### src/rtl/btn_pulse_gen.sv
// Multi-channel button conditioner: 2-flop synchroniser, ms-tick debounce,
// selectable edge pulse and optional auto-repeat while held, per channel.
module btn_pulse_gen #(
  parameter int N               = 4,
  parameter int DEBOUNCE_MS     = 10,
  parameter int EDGE_MODE       = 0,
  parameter int REPEAT_DELAY_MS = 500,
  parameter int REPEAT_RATE_MS  = 100
) (
  input  logic         clk,
  input  logic         rst,
  input  logic         tick_1ms,
  input  logic [N-1:0] btn_in,
  input  logic [N-1:0] repeat_en,
  output logic [N-1:0] btn_level,
  output logic [N-1:0] load_out,
  output logic [N-1:0] held
);
  localparam int DW   = $clog2(DEBOUNCE_MS + 1);
  localparam int RMAX = (REPEAT_DELAY_MS > REPEAT_RATE_MS) ? REPEAT_DELAY_MS : REPEAT_RATE_MS;
  localparam int RW   = $clog2(RMAX + 1);
  localparam logic RISE_EN = (EDGE_MODE == 0) || (EDGE_MODE == 2);
  localparam logic FALL_EN = (EDGE_MODE == 1) || (EDGE_MODE == 2);
  localparam logic [DW-1:0] DB_LAST    = DW'(DEBOUNCE_MS - 1);
  localparam logic [RW-1:0] DELAY_LAST = RW'(REPEAT_DELAY_MS - 1);
  localparam logic [RW-1:0] RATE_LAST  = RW'(REPEAT_RATE_MS - 1);

  typedef enum logic [1:0] {IDLE, DELAY, REPEAT} rpt_state_e;

  logic [N-1:0] meta_q, meta_d, sync_q, sync_d;

  always_comb begin
    meta_d = btn_in;
    sync_d = meta_q;
  end

  always_ff @(posedge clk) begin
    if (rst) begin
      meta_q <= '0;
      sync_q <= '0;
    end else begin
      meta_q <= meta_d;
      sync_q <= sync_d;
    end
  end

  for (genvar i = 0; i < N; i++) begin : g_ch
    logic [DW-1:0] dcnt_q, dcnt_d;
    logic [RW-1:0] rcnt_q, rcnt_d;
    logic          lvl_q, lvl_d, prev_q, prev_d, load_q, load_d;
    rpt_state_e    st_q, st_d;
    logic          rise_c, fall_c, rep_fire;

    always_comb begin
      dcnt_d = dcnt_q;
      lvl_d  = lvl_q;
      prev_d = lvl_q;
      if (sync_q[i] == lvl_q) begin
        dcnt_d = '0;
      end else if (tick_1ms) begin
        if (dcnt_q == DB_LAST) begin
          lvl_d  = ~lvl_q;
          dcnt_d = '0;
        end else begin
          dcnt_d = dcnt_q + 1'b1;
        end
      end
      // Commits are taken from lvl_d so an abort lands on the same clk as the release commit
      rise_c = lvl_d & ~lvl_q;
      fall_c = ~lvl_d & lvl_q;

      st_d     = st_q;
      rcnt_d   = rcnt_q;
      rep_fire = 1'b0;
      case (st_q)
        IDLE: begin
          if (rise_c && repeat_en[i]) begin
            st_d   = DELAY;
            rcnt_d = '0;
          end
        end
        DELAY: begin
          if (fall_c || !repeat_en[i]) begin
            st_d   = IDLE;
            rcnt_d = '0;
          end else if (tick_1ms) begin
            if (rcnt_q == DELAY_LAST) begin
              rep_fire = 1'b1;
              st_d     = REPEAT;
              rcnt_d   = '0;
            end else begin
              rcnt_d = rcnt_q + 1'b1;
            end
          end
        end
        REPEAT: begin
          if (fall_c || !repeat_en[i]) begin
            st_d   = IDLE;
            rcnt_d = '0;
          end else if (tick_1ms) begin
            if (rcnt_q == RATE_LAST) begin
              rep_fire = 1'b1;
              rcnt_d   = '0;
            end else begin
              rcnt_d = rcnt_q + 1'b1;
            end
          end
        end
        default: begin
          st_d   = IDLE;
          rcnt_d = '0;
        end
      endcase

      load_d = (RISE_EN & lvl_q & ~prev_q) | (FALL_EN & ~lvl_q & prev_q) | rep_fire;
    end

    always_ff @(posedge clk) begin
      if (rst) begin
        dcnt_q <= '0;
        rcnt_q <= '0;
        lvl_q  <= 1'b0;
        prev_q <= 1'b0;
        load_q <= 1'b0;
        st_q   <= IDLE;
      end else begin
        dcnt_q <= dcnt_d;
        rcnt_q <= rcnt_d;
        lvl_q  <= lvl_d;
        prev_q <= prev_d;
        load_q <= load_d;
        st_q   <= st_d;
      end
    end

    assign btn_level[i] = lvl_q;
    assign load_out[i]  = load_q;
    assign held[i]      = (st_q == REPEAT);
  end

endmodule

### config.mk
export PLATFORM = sky130hd
export DESIGN_NAME = btn_pulse_gen
export DESIGN_NICKNAME = d
export VERILOG_FILES = /design/src/rtl/btn_pulse_gen.sv
export SDC_FILE = /design/constraint.sdc
export NUM_CORES = 1
export LEC_CHECK = 0
export ABC_CLOCK_PERIOD_IN_PS = 2700
export CORE_ASPECT_RATIO = 2
export CORE_MARGIN = 1
export CORE_UTILIZATION = 50
export DETAILED_ROUTE_END_ITERATION = 6
export DONT_BUFFER_PORTS = 1
export HOLD_SLACK_MARGIN = 0.05
export PLACE_DENSITY_LB_ADDON = 0.2
export SYNTH_ARGS = -nofsm -noshare
export SYNTH_HDL_FRONTEND = slang
export SYNTH_SLANG_ARGS = --single-unit
export TNS_END_PERCENT = 1
### constraint.sdc
create_clock -name clk -period 2.7 [get_ports clk]
set_input_delay 0.54 -clock clk [delete_from_list [all_inputs] [get_ports clk]]
set_output_delay 0.54 -clock clk [all_outputs]
set_load 0.005 [all_outputs]
==> flow_metrics.py, run 1 <==
metrics = {
    "status": {
        "status": "complete, no violations",
    },
    "worst_setup_path": {
        "timing.rr.end": "g_ch[2].rcnt_q[1]",
        "end_kind": "flip-flop",
        "required_ps": 2910,
        "cp_slowest_stage_delay_ps": 380,
        "path_class": "flip-flop to flip-flop",
        "rr_worst_depth": 7,
        "cp_data_arrival_time_ps": 2330,
        "path_cells": "inv_1 -> ha_1 -> or2_2 -> a31oi_2 -> nor2_2 -> o21ai_2 -> nor2_1",
        "r2r_start": "g_ch[2].st_q[0]",
        "cp.buffers_inverters": 1,
        "crit_slowest_cell": "a31oi_2",
        "worstPathMaxFanout": 8,
        "regToRegSetupSlack_ps": 580,
        "worst_setup_path_start_kind": "flip-flop",
        "cpLargestDelayFamily": "compound AO/OA/AOI/OAI gates",
    },
    "hold_path": {
        "holdPathEnd": "g_ch[3].load_q",
        "hold_path.class": "primary input to flip-flop",
        "hold_path.startpoint": "rst",
        "hold_depth": 1,
    },
    "clocking": {
        "clock_latency_ps": 340,
        "numClockSinks": 80,
        "htreeDepth": 3,
        "cts_max_path_buffers": 2,
        "numCtsBuffers": 9,
        "cts.reportedPaths.clkPinSlew_ps": 60,
        "root_buffer": "clkbuf_16",
        "cts_tree": "yes",
        "post_cts_resized": 0,
        "postCtsHoldBufs": 0,
        "post_cts_buffers": 0,
    },
    "run": {
        "maxCapViolations": 0,
    },
    "drt": {
        "routed_wirelength_um": 9292,
        "drtPass1Iterations": 4,
        "avgViaCountPerCell": 5.907,
        "final_antenna_net_count": 0,
        "first_iter_violations": 151,
        "wl_per_cell_um": 15.51,
        "vias": 3538,
        "drc": 0,
    },
    "synth": {
        "ys_async_sr_fraction_pct": 0,
        "ys.flop_type": "dfxtp_1",
        "synth_area_mm2": 0.004466,
        "synth_nets": 533,
        "synth-edff-count": 0,
        "seq_area_frac_synth_pct": 35.86,
        "syn_avg_cell_area_um2": 8.825,
        "yosys_warnings": 0,
        "syn-instance-count": 506,
        "ys_seq_elements": 80,
        "synth.distinct_cells": 76,
    },
    "finish": {
        "fillCellCount": 826,
        "register_area_mm2": 0.001602,
        "syn_to_final_growth_pct": 6.556,
        "multiInputGateArea_mm2": 0.002661,
        "diodes": 0,
        "drive_gt1_share_pct": 8.818,
        "fin_nets": 521,
    },
    "sta": {
        "min_period_ps": 2116,
        "finClkSkew_ps": 9.653,
        "min_period_over_period_pct": 78.36,
        "worst_slew_margin_rel_pct": 65.63,
        "setup_viol": 0,
        "max_freq_ghz": 0.4726,
        "fin_hold_ws_ps": 273.6,
        "layout_setup_ws_ps": 584.2,
        "worst_pin_slew_ps": 515.5,
        "slew_viol_final": 0,
        "final_hold_viol_count": 0,
        "rsz0062_at_grt": "no",
        "fin_setup_tns_ps": 0,
    },
    "place": {
        "io_buffers": 0,
        "hpwl_um": 6872,
        "dp_slack_ps": 570.5,
        "gp_congestion": 0.8624,
    },
    "grt": {
        "first_global_vias": 3461,
        "grt.overflow.total": 0,
        "grt_usage_pct": 21.76,
        "grt_max_degree": 36,
        "grt_pass1_wl_um": 15320,
        "antenna_found_initial": 0,
    },
    "power_and_ir_drop": {
        "peakVddDrop_v": 0.0003846,
        "leakagePower_nw": 1.621,
        "p_per_area_mw_per_mm2": 554.2,
    },
    "floorplanning": {
        "core_area_mm2": 0.008648,
        "die_y_um": 135.7,
        "dieArea_mm2": 0.009336,
        "io_pins": 23,
        "rows": 48,
        "start_util_pct": 51.63,
        "die_width_um": 68.83,
    },
}
-- cell usage after synthesis, drive strengths merged, types with 4 or more instances --
cell type,n,share of area (%)
dfxtp,80,36
nor2,62,5.3
nand2,31,2.6
a21oi,29,3.3
xor2,22,4.3
o21ai,21,2.5
inv,20,1.7
nor2b,19,2.7
nand3,18,2.0
ha,16,4.5
nand2b,14,2.0
xnor2,14,2.7
buf,12,1.9
nor3,12,1.3
clkbuf,11,0.92
nand4,11,1.5
mux2i,9,2.0
o211ai,8,1.3
nor3b,7,1.4
nor4,7,1.7
a211oi,5,0.84
o2111ai,5,1.5
and4,4,0.78
nand4b,4,1.3
or2,4,0.56
or3,4,0.56
-- area by class of cell --
cell class | count | area share (%)
Multi-Input combinational cell | 383 | 55.93
Sequential cell | 80 | 33.66
Clock buffer | 9 | 4.733
Tap cell | 100 | 2.630
Inverter | 20 | 1.578
Clock inverter | 7 | 1.473
-- worst reg2reg max path: stages (launching register included) --
cell and delay (ps):
dfxtp_1 350, inv_1 70, ha_1 270, or2_2 300, a31oi_2 380, nor2_2 140
o21ai_2 380, nor2_1 100
-- cells in the final DEF (no fill, tap or decap), types with 4 or more instances in the layout --
| cell | netlist | layout |
|---|---|---|
| ha_1 | 16 | 16 |
| inv_1 | 20 | 20 |
| a211oi_1 | 5 | 5 |
| nand4_1 | 11 | 11 |
| a21oi_1 | 28 | 28 |
| or3_1 | 4 | 4 |
| nor4_1 | 5 | 5 |
| mux2i_1 | 9 | 9 |
| xor2_1 | 22 | 22 |
| o21ai_0 | 19 | 19 |
| nor2_1 | 61 | 61 |
| nor3b_1 | 5 | 5 |
| o211ai_1 | 8 | 8 |
| xnor2_1 | 14 | 14 |
| nand2_1 | 31 | 31 |
| and4_1 | 4 | 4 |
| dfxtp_1 | 80 | 80 |
| clkbuf_16 | 0 | 9 |
| nor3_1 | 12 | 12 |
| nand2b_1 | 13 | 13 |
| nand3_1 | 18 | 18 |
| nor2b_1 | 19 | 19 |
-- layer usage --
metal  track usage (%)  part of all wire [%]  vias up
li1                  -                     -     1798
met1             20.71                    39     1687
met2             40.80                    56       36
met3             4.714                   2.5       17
met4             11.34                   2.7        0
met5                 0                     0        -
-- power breakdown --
group	leakage [nW]	internal [mW]	switching, mW
Combinational	0.829	0.0839	0.127
Clock	0.146	0.715	0.488
Sequential	0.646	1.20	0.0208
Total	1.62	2.00	0.636
-- cells by family after synthesis --
| family | count (synthesis) | synth area share, % |
|---|---|---|
| fa+ha+maj | 16 | 4.483 |
| xor+xnor | 36 | 7.061 |
| compound gates | 114 | 19.95 |
| simple gates | 208 | 26.09 |
| buf+inv | 43 | 4.539 |
| mux | 9 | 2.017 |
| flops | 80 | 35.86 |
-- worst max-delay path by stage --
stage          cells after the start  slack (ps)           endpoint       startpoint
2_1_floorplan                      7         800  g_ch[2].rcnt_q[2]  g_ch[2].st_q[0]
3_3_place_gp                       7         630  g_ch[2].rcnt_q[5]  g_ch[2].st_q[0]
3_5_place_dp                       7         570  g_ch[2].rcnt_q[1]  g_ch[2].st_q[0]
4_1_cts                            7         560  g_ch[2].rcnt_q[1]  g_ch[2].st_q[0]
5_1_grt                            7         400  g_ch[2].rcnt_q[0]  g_ch[2].st_q[0]
6_report                           7         580  g_ch[2].rcnt_q[1]  g_ch[2].st_q[0]
-- flip-flops by register name, summed over array words and instances (netlist names) --
| register | flops |
|---|---|
| g_ch.load_q | 4 |
| g_ch.dcnt_q | 16 |
| meta_q | 4 |
| sync_q | 4 |
| g_ch.prev_q | 4 |
| g_ch.rcnt_q | 36 |
| g_ch.lvl_q | 4 |
| g_ch.st_q | 8 |
-- stage by stage --
| step | std cells | power [mW] | area, um^2 | utilization [%] |
|---|---|---|---|---|
| 6_report | 599 | 2.637 | 4758 | 55.02 |
| 2_1_floorplan | 506 | 1.428 | 4466 | - |
| 4_1_cts | 599 | 2.670 | 4758 | 55.02 |
| 3_5_place_dp | 583 | 1.459 | 4463 | 51.61 |
| 3_3_place_gp | 583 | 1.453 | 4463 | 51.61 |
| 5_1_grt | 599 | 2.741 | 4758 | 55.02 |
Power figures use the tool's default switching activity.
==> run 2, diff against run 1 <==
--- a/config.mk
+++ b/config.mk
@@ -5,7 +5,8 @@
 export SDC_FILE = /design/constraint.sdc
 export NUM_CORES = 1
 export LEC_CHECK = 0
-export ABC_CLOCK_PERIOD_IN_PS = 2700
+export ABC_AREA = 1
+export ABC_CLOCK_PERIOD_IN_PS = 1800
 export CORE_ASPECT_RATIO = 2
 export CORE_MARGIN = 1
 export CORE_UTILIZATION = 50
==> constraint.sdc (replaced) <==
create_clock -name clk -period 1.8 [get_ports clk]
set_input_delay 0.36 -clock clk [delete_from_list [all_inputs] [get_ports clk]]
set_output_delay 0.36 -clock clk [all_outputs]
set_load 0.005 [all_outputs]
==> flow_metrics.py, run 2 <==
metrics = {
    "power_and_ir_drop": {
        "p_per_area_mw_per_mm2": 920.5,
        "peakVddDrop_v": 0.0005181,
        "finalPower_mw": 4.705,
        "p_sw_share_pct": 24.47,
        "pwr-share-seq_pct": 40.5,
        "intPower_mw": 3.554,
        "comb_power_share_pct": 11.9,
        "p_sw_mw": 1.151,
        "leakagePower_nw": 2.006,
        "power_frac_clock_pct": 47.6,
    },
    "finish": {
        "final_cell_mix": "172 x nand2_1, 124 x nor2_1, 95 x inv_1, 79 x dfxtp_1, 43 x nand3_1",
        "largest_registers": "g_ch.rcnt_q (36), g_ch.dcnt_q (16), g_ch.st_q (8)",
        "top_register": "g_ch.rcnt_q",
        "final_common_cell": "nand2_1",
        "syn_to_final_growth_pct": 10.08,
        "drive_gt1_share_pct": 10.63,
        "diodes": 0,
        "fin_nets": 737,
        "largest_reg_flops": 36,
        "post-route-util_pct": 56.71,
    },
    "hold_path": {
        "hold_depth": 1,
        "hold_path.class": "primary input to flip-flop",
    },
    "synth": {
        "synth_top_area_cell": "dfxtp_1",
        "synth-edff-count": 0,
        "syn_avg_cell_area_um2": 6.567,
        "yosys_warnings": 0,
        "yosys-top-cells-count": "174 x nand2_1, 128 x nor2_1, 95 x inv_1",
        "syn-instance-count": 707,
        "synth_nets": 734,
        "ys.flop_type": "dfxtp_1",
        "seq_area_frac_synth_pct": 34.49,
        "synth.distinct_cells": 36,
        "synth.most_common_cell": "nand2_1",
        "yosys.area.top_type_share_pct": 34.49,
        "synth_area_mm2": 0.004643,
        "ys_seq_elements": 80,
        "synthTopCellsByArea": "dfxtp_1 34%, nand2_1 14%, nor2_1 10%",
        "ys_async_sr_fraction_pct": 0,
    },
    "grt": {
        "grt_pass1_wl_um": 17730,
        "grt_max_degree": 36,
        "antenna_found_initial": 0,
        "grt_usage_pct": 22.80,
        "grt.overflow.total": 0,
        "first_global_vias": 4156,
    },
    "place": {
        "io_buffers": 0,
        "gp_congestion": 0.9093,
        "hpwl_um": 7893,
        "dp_slack_ps": 110.9,
    },
    "drt": {
        "drtPass1Iterations": 4,
        "drc": 0,
        "vias": 4283,
        "final_antenna_net_count": 0,
        "wl_per_cell_um": 12.63,
        "first_iter_violations": 158,
        "avgViaCountPerCell": 5.242,
        "routed_wirelength_um": 10320,
    },
    "sta": {
        "min_period_ps": 1633,
        "min_period_over_period_pct": 90.70,
        "max_freq_ghz": 0.6125,
        "fin_setup_tns_ps": 0,
        "layout_setup_ws_ps": 167.3,
        "rsz0062_at_grt": "no",
        "fin_hold_ws_ps": 86.97,
        "worst_slew_margin_rel_pct": 69.36,
        "slew_viol_final": 0,
        "finClkSkew_ps": 5.716,
        "setup_viol": 0,
        "final_hold_viol_count": 0,
        "worst_pin_slew_ps": 454.8,
    },
    "clocking": {
        "cts_max_path_buffers": 2,
        "cts.reportedPaths.clkPinSlew_ps": 60,
        "numCtsBuffers": 9,
        "postCtsHoldBufs": 0,
        "root_buffer": "clkbuf_16",
        "cts_tree": "yes",
        "post_cts_buffers": 0,
        "post_cts_resized": 0,
        "clock_latency_ps": 340,
        "htreeDepth": 3,
        "numClockSinks": 80,
    },
    "worst_setup_path": {
        "required_ps": 2040,
        "cpLargestDelayFamily": "simple AND/OR/NAND/NOR gates",
        "crit_slowest_cell": "dfxtp_1",
        "rr_worst_depth": 11,
        "path_cells": "inv_1 -> nor2_2 -> nand3_2 -> nand2_2 -> nand2_4 -> nand2_2 -> nand3_4 -> inv_2 -> o21ai_0 -> nand2_1 -> inv_1",
        "path_depth": 11,
        "worstPathMaxFanout": 11,
        "cp_slowest_stage_delay_ps": 340,
        "cp_data_arrival_time_ps": 1870,
        "worst_setup_path_start_kind": "flip-flop",
        "cp.buffers_inverters": 3,
        "end_kind": "flip-flop",
        "regToRegSetupSlack_ps": 170,
        "path_class": "flip-flop to flip-flop",
    },
    "floorplanning": {
        "die_y_um": 138.3,
        "dieArea_mm2": 0.009699,
        "io_pins": 23,
        "core_area_mm2": 0.009012,
        "start_util_pct": 51.52,
        "rows": 49,
        "die_width_um": 70.14,
    },
    "run": {
        "maxCapViolations": 0,
    },
    "status": {
        "status": "complete, no violations",
    },
}
## run 2: final cells by class
class | instances | area, um^2
clock inverter | 6 | 130.1
inverter | 100 | 377.9
multi-input combinational | 507 | 2544
sequential | 80 | 1603
clock buffer | 10 | 239.0
timing repair buffer | 12 | 90.09
fill | 838 | 3901
tap | 102 | 127.6
## run 2: cells by family after synthesis
| kind of cell | Yosys count | share of synthesized area, % |
|---|---|---|
| AO/OA/AOI/OAI | 65 | 8.515 |
| adder cells (fa/ha/maj) | 16 | 4.311 |
| XOR/XNOR | 10 | 1.886 |
| AND/OR/NAND/NOR | 416 | 39.48 |
| buffers and inverters | 120 | 11.32 |
| flip-flops | 80 | 34.49 |
## run 2: worst paths after layout
path / from / to
setup / recovery: g_ch[1].dcnt_q[3] / g_ch[1].rcnt_q[8]
hold / removal: rst / sync_q[0]
setup reg to reg: g_ch[1].dcnt_q[3] / g_ch[1].rcnt_q[8]
hold reg to reg: meta_q[1] / sync_q[1]
## run 2: power by group through the flow
stage          Clock [mW]  Combinational [mW]  Sequential [mW]
2_1_floorplan           0               0.466             1.92
3_5_place_dp            0               0.535             1.94
5_1_grt              2.37               0.654             1.91
4_1_cts              2.30               0.536             1.90
6_report             2.24               0.560             1.91
3_3_place_gp            0               0.524             1.94
## run 2: routing by layer
metal	GRT usage, %	wire length [um]
met3	4.373	310
met5	0	0
met4	14.84	423
met1	20.86	3798
met2	43.72	5789
## run 2: stage by stage
step	std cells	cell area, um^2
6_report	817	5111
5_1_grt	817	5111
4_1_cts	817	5080
3_5_place_dp	801	4711
3_3_place_gp	801	4711
2_1_floorplan	707	4643
==> run 3, diff against run 2 <==
--- a/config.mk
+++ b/config.mk
@@ -8,8 +8,8 @@
 export ABC_AREA = 1
 export ABC_CLOCK_PERIOD_IN_PS = 1800
 export CORE_ASPECT_RATIO = 2
-export CORE_MARGIN = 1
-export CORE_UTILIZATION = 50
+export CORE_MARGIN = 10
+export CORE_UTILIZATION = 45
 export DETAILED_ROUTE_END_ITERATION = 6
 export DONT_BUFFER_PORTS = 1
 export HOLD_SLACK_MARGIN = 0.05
==> flow_metrics.py, run 3 (synthesized netlist as in run 2, its figures left out) <==
metrics = {
    "power_and_ir_drop": {
        "finalPower_mw": 4.045,
        "intPower_mw": 2.927,
        "leakagePower_nw": 1.941,
        "pwr-share-seq_pct": 46.9,
        "comb_power_share_pct": 13.4,
        "p_sw_share_pct": 27.63,
        "peakVddDrop_v": 0.0005503,
        "p_per_area_mw_per_mm2": 805.5,
        "p_sw_mw": 1.118,
        "power_frac_clock_pct": 39.7,
    },
    "worst_setup_path": {
        "r2r_start": "g_ch[2].dcnt_q[3]",
        "cp_data_arrival_time_ps": 1830,
        "worst_setup_path_start_kind": "flip-flop",
        "rr_worst_depth": 12,
        "cpLargestDelayFamily": "simple AND/OR/NAND/NOR gates",
        "worstPathMaxFanout": 11,
        "cp-startpoint": "g_ch[2].dcnt_q[3]",
        "cp.buffers_inverters": 2,
        "crit_slowest_cell": "dfxtp_1",
        "required_ps": 2030,
        "path_class": "flip-flop to flip-flop",
        "cpMostUsedCell": "nand2_1",
        "path_depth": 12,
        "cp_slowest_stage_delay_ps": 370,
        "end_kind": "flip-flop",
        "path_cells": "inv_1 -> nor2_2 -> nand3_1 -> nand2_1 -> nand2_1 -> nand2_1 -> nand3_2 -> buf_4 -> nor2_1 -> nand2_1 -> nand2_1 -> nor2_1",
    },
    "finish": {
        "final_common_cell": "nand2_1",
        "diodes": 0,
        "final_cell_mix": "172 x nand2_1, 126 x nor2_1, 95 x inv_1, 79 x dfxtp_1, 43 x nand3_1",
        "top_register": "g_ch.rcnt_q",
        "fin_nets": 736,
        "largest_registers": "g_ch.rcnt_q (36), g_ch.dcnt_q (16), g_ch.st_q (8)",
        "syn_to_final_growth_pct": 8.138,
        "drive_gt1_share_pct": 9.283,
        "largest_reg_flops": 36,
        "fillCellCount": 1007,
        "finalInstanceArea_mm2": 0.005021,
    },
    "floorplanning": {
        "dieArea_mm2": 0.01503,
        "die_width_um": 91.83,
        "start_util_pct": 46.04,
        "rows": 52,
        "die_y_um": 163.7,
        "io_pins": 23,
        "core_area_mm2": 0.01008,
    },
    "drt": {
        "first_iter_violations": 176,
        "final_antenna_net_count": 0,
        "vias": 4169,
        "avgViaCountPerCell": 4.928,
        "drtPass1Iterations": 4,
        "routed_wirelength_um": 10540,
        "wl_per_cell_um": 12.46,
        "drc": 0,
    },
    "hold_path": {
        "hold_depth": 1,
        "hold_path.startpoint": "rst",
        "hold_path.class": "primary input to flip-flop",
    },
    "sta": {
        "worst_pin_slew_ps": 461.3,
        "rsz0062_at_grt": "yes",
        "setup_viol": 0,
        "min_period_over_period_pct": 89.08,
        "layout_setup_ws_ps": 196.6,
        "fin_setup_tns_ps": 0,
        "min_period_ps": 1603,
        "finClkSkew_ps": 4.747,
        "final_hold_viol_count": 0,
        "worst_slew_margin_rel_pct": 69.06,
        "slew_viol_final": 0,
        "max_freq_ghz": 0.6237,
        "fin_hold_ws_ps": 85.81,
    },
    "clocking": {
        "root_buffer": "clkbuf_16",
        "cts_tree": "yes",
        "numCtsBuffers": 9,
        "clock_latency_ps": 340,
        "htreeDepth": 3,
        "numClockSinks": 80,
        "cts.reportedPaths.clkPinSlew_ps": 60,
        "cts_max_path_buffers": 2,
    },
    "place": {
        "io_buffers": 0,
        "dp_slack_ps": 85.10,
        "gp_congestion": 0.8554,
        "place_area_mm2": 0.004737,
        "hpwl_um": 8102,
    },
    "run": {
        "maxCapViolations": 0,
    },
    "grt": {
        "grt_pass1_wl_um": 18290,
        "grt.met2_usage_pct": 28.95,
        "grt_util_met1_pct": 13.84,
        "first_global_vias": 4136,
        "grt_usage_pct": 14.86,
        "grt.overflow.total": 0,
        "antenna_found_initial": 0,
        "met3_usage_pct": 4.000,
        "grt_max_degree": 36,
        "top_usage_layer": "met2",
    },
    "status": {
        "status": "complete, no violations",
    },
}
==> run 3: power groups by stage <==
stage               clock (mW)  sequential, mW  combinational, mW
global placement             0            1.94              0.507
floorplan                    0            1.92              0.466
global route              1.71            1.90              0.629
CTS                       1.64            1.90              0.525
finish                    1.60            1.90              0.543
detailed placement           0            1.93              0.520
==> run 3: layout make-up <==
cell class                 count  area [um^2]  share of cell area [%]
clock buffer                  11        232.7                   4.635
clock inverter                 2        10.01                  0.1994
inverter                     100        382.9                   7.625
multi-input combinational    507         2541                   50.61
sequential                    80         1603                   31.92
tap                          135        168.9                   3.364
timing repair buffer          11        82.58                   1.645
==> run 3: metal layers <==
metal,routed length [um],vias to the layer above,part of all wire [%]
met5,0,-,0
met4,261,0,2.5
met3,387,20,3.7
met2,5874,44,56
met1,4015,1868,38
li1,-,2237,-
==> run 3: what timing repair did <==
| item | CTS | global route |
|---|---|---|
| buffers inserted | 0 | 1 |
| hold buffers | 0 | 0 |
| endpoints found under the setup margin | 0 | 27 |
| resized for setup | 0 | 11 |
==> run 3: metrics by stage <==
stage / util [%] / instances
6_report: 49.79 / 846
5_1_grt: 49.79 / 846
4_1_cts: 49.38 / 845
3_5_place_dp: 46.97 / 832
3_3_place_gp: 46.97 / 832
2_1_floorplan: - / 707
==> run 3: worst paths after layout <==
| check | endpoint | slack, ps |
|---|---|---|
| hold / removal | g_ch[3].rcnt_q[3] | 90 |
| setup / recovery | g_ch[2].rcnt_q[8] | 200 |
| hold reg to reg | sync_q[3] | 400 |
| setup reg to reg | g_ch[2].rcnt_q[8] | 200 |
==> run 3: worst reg2reg max path: stages (launching register included) <==
cell,delay (ps)
dfxtp_1,370
inv_1,70
nor2_2,110
nand3_1,110
nand2_1,70
nand2_1,110
nand2_1,110
nand3_2,90
buf_4,190
nor2_1,100
nand2_1,60
nand2_1,60
nor2_1,40
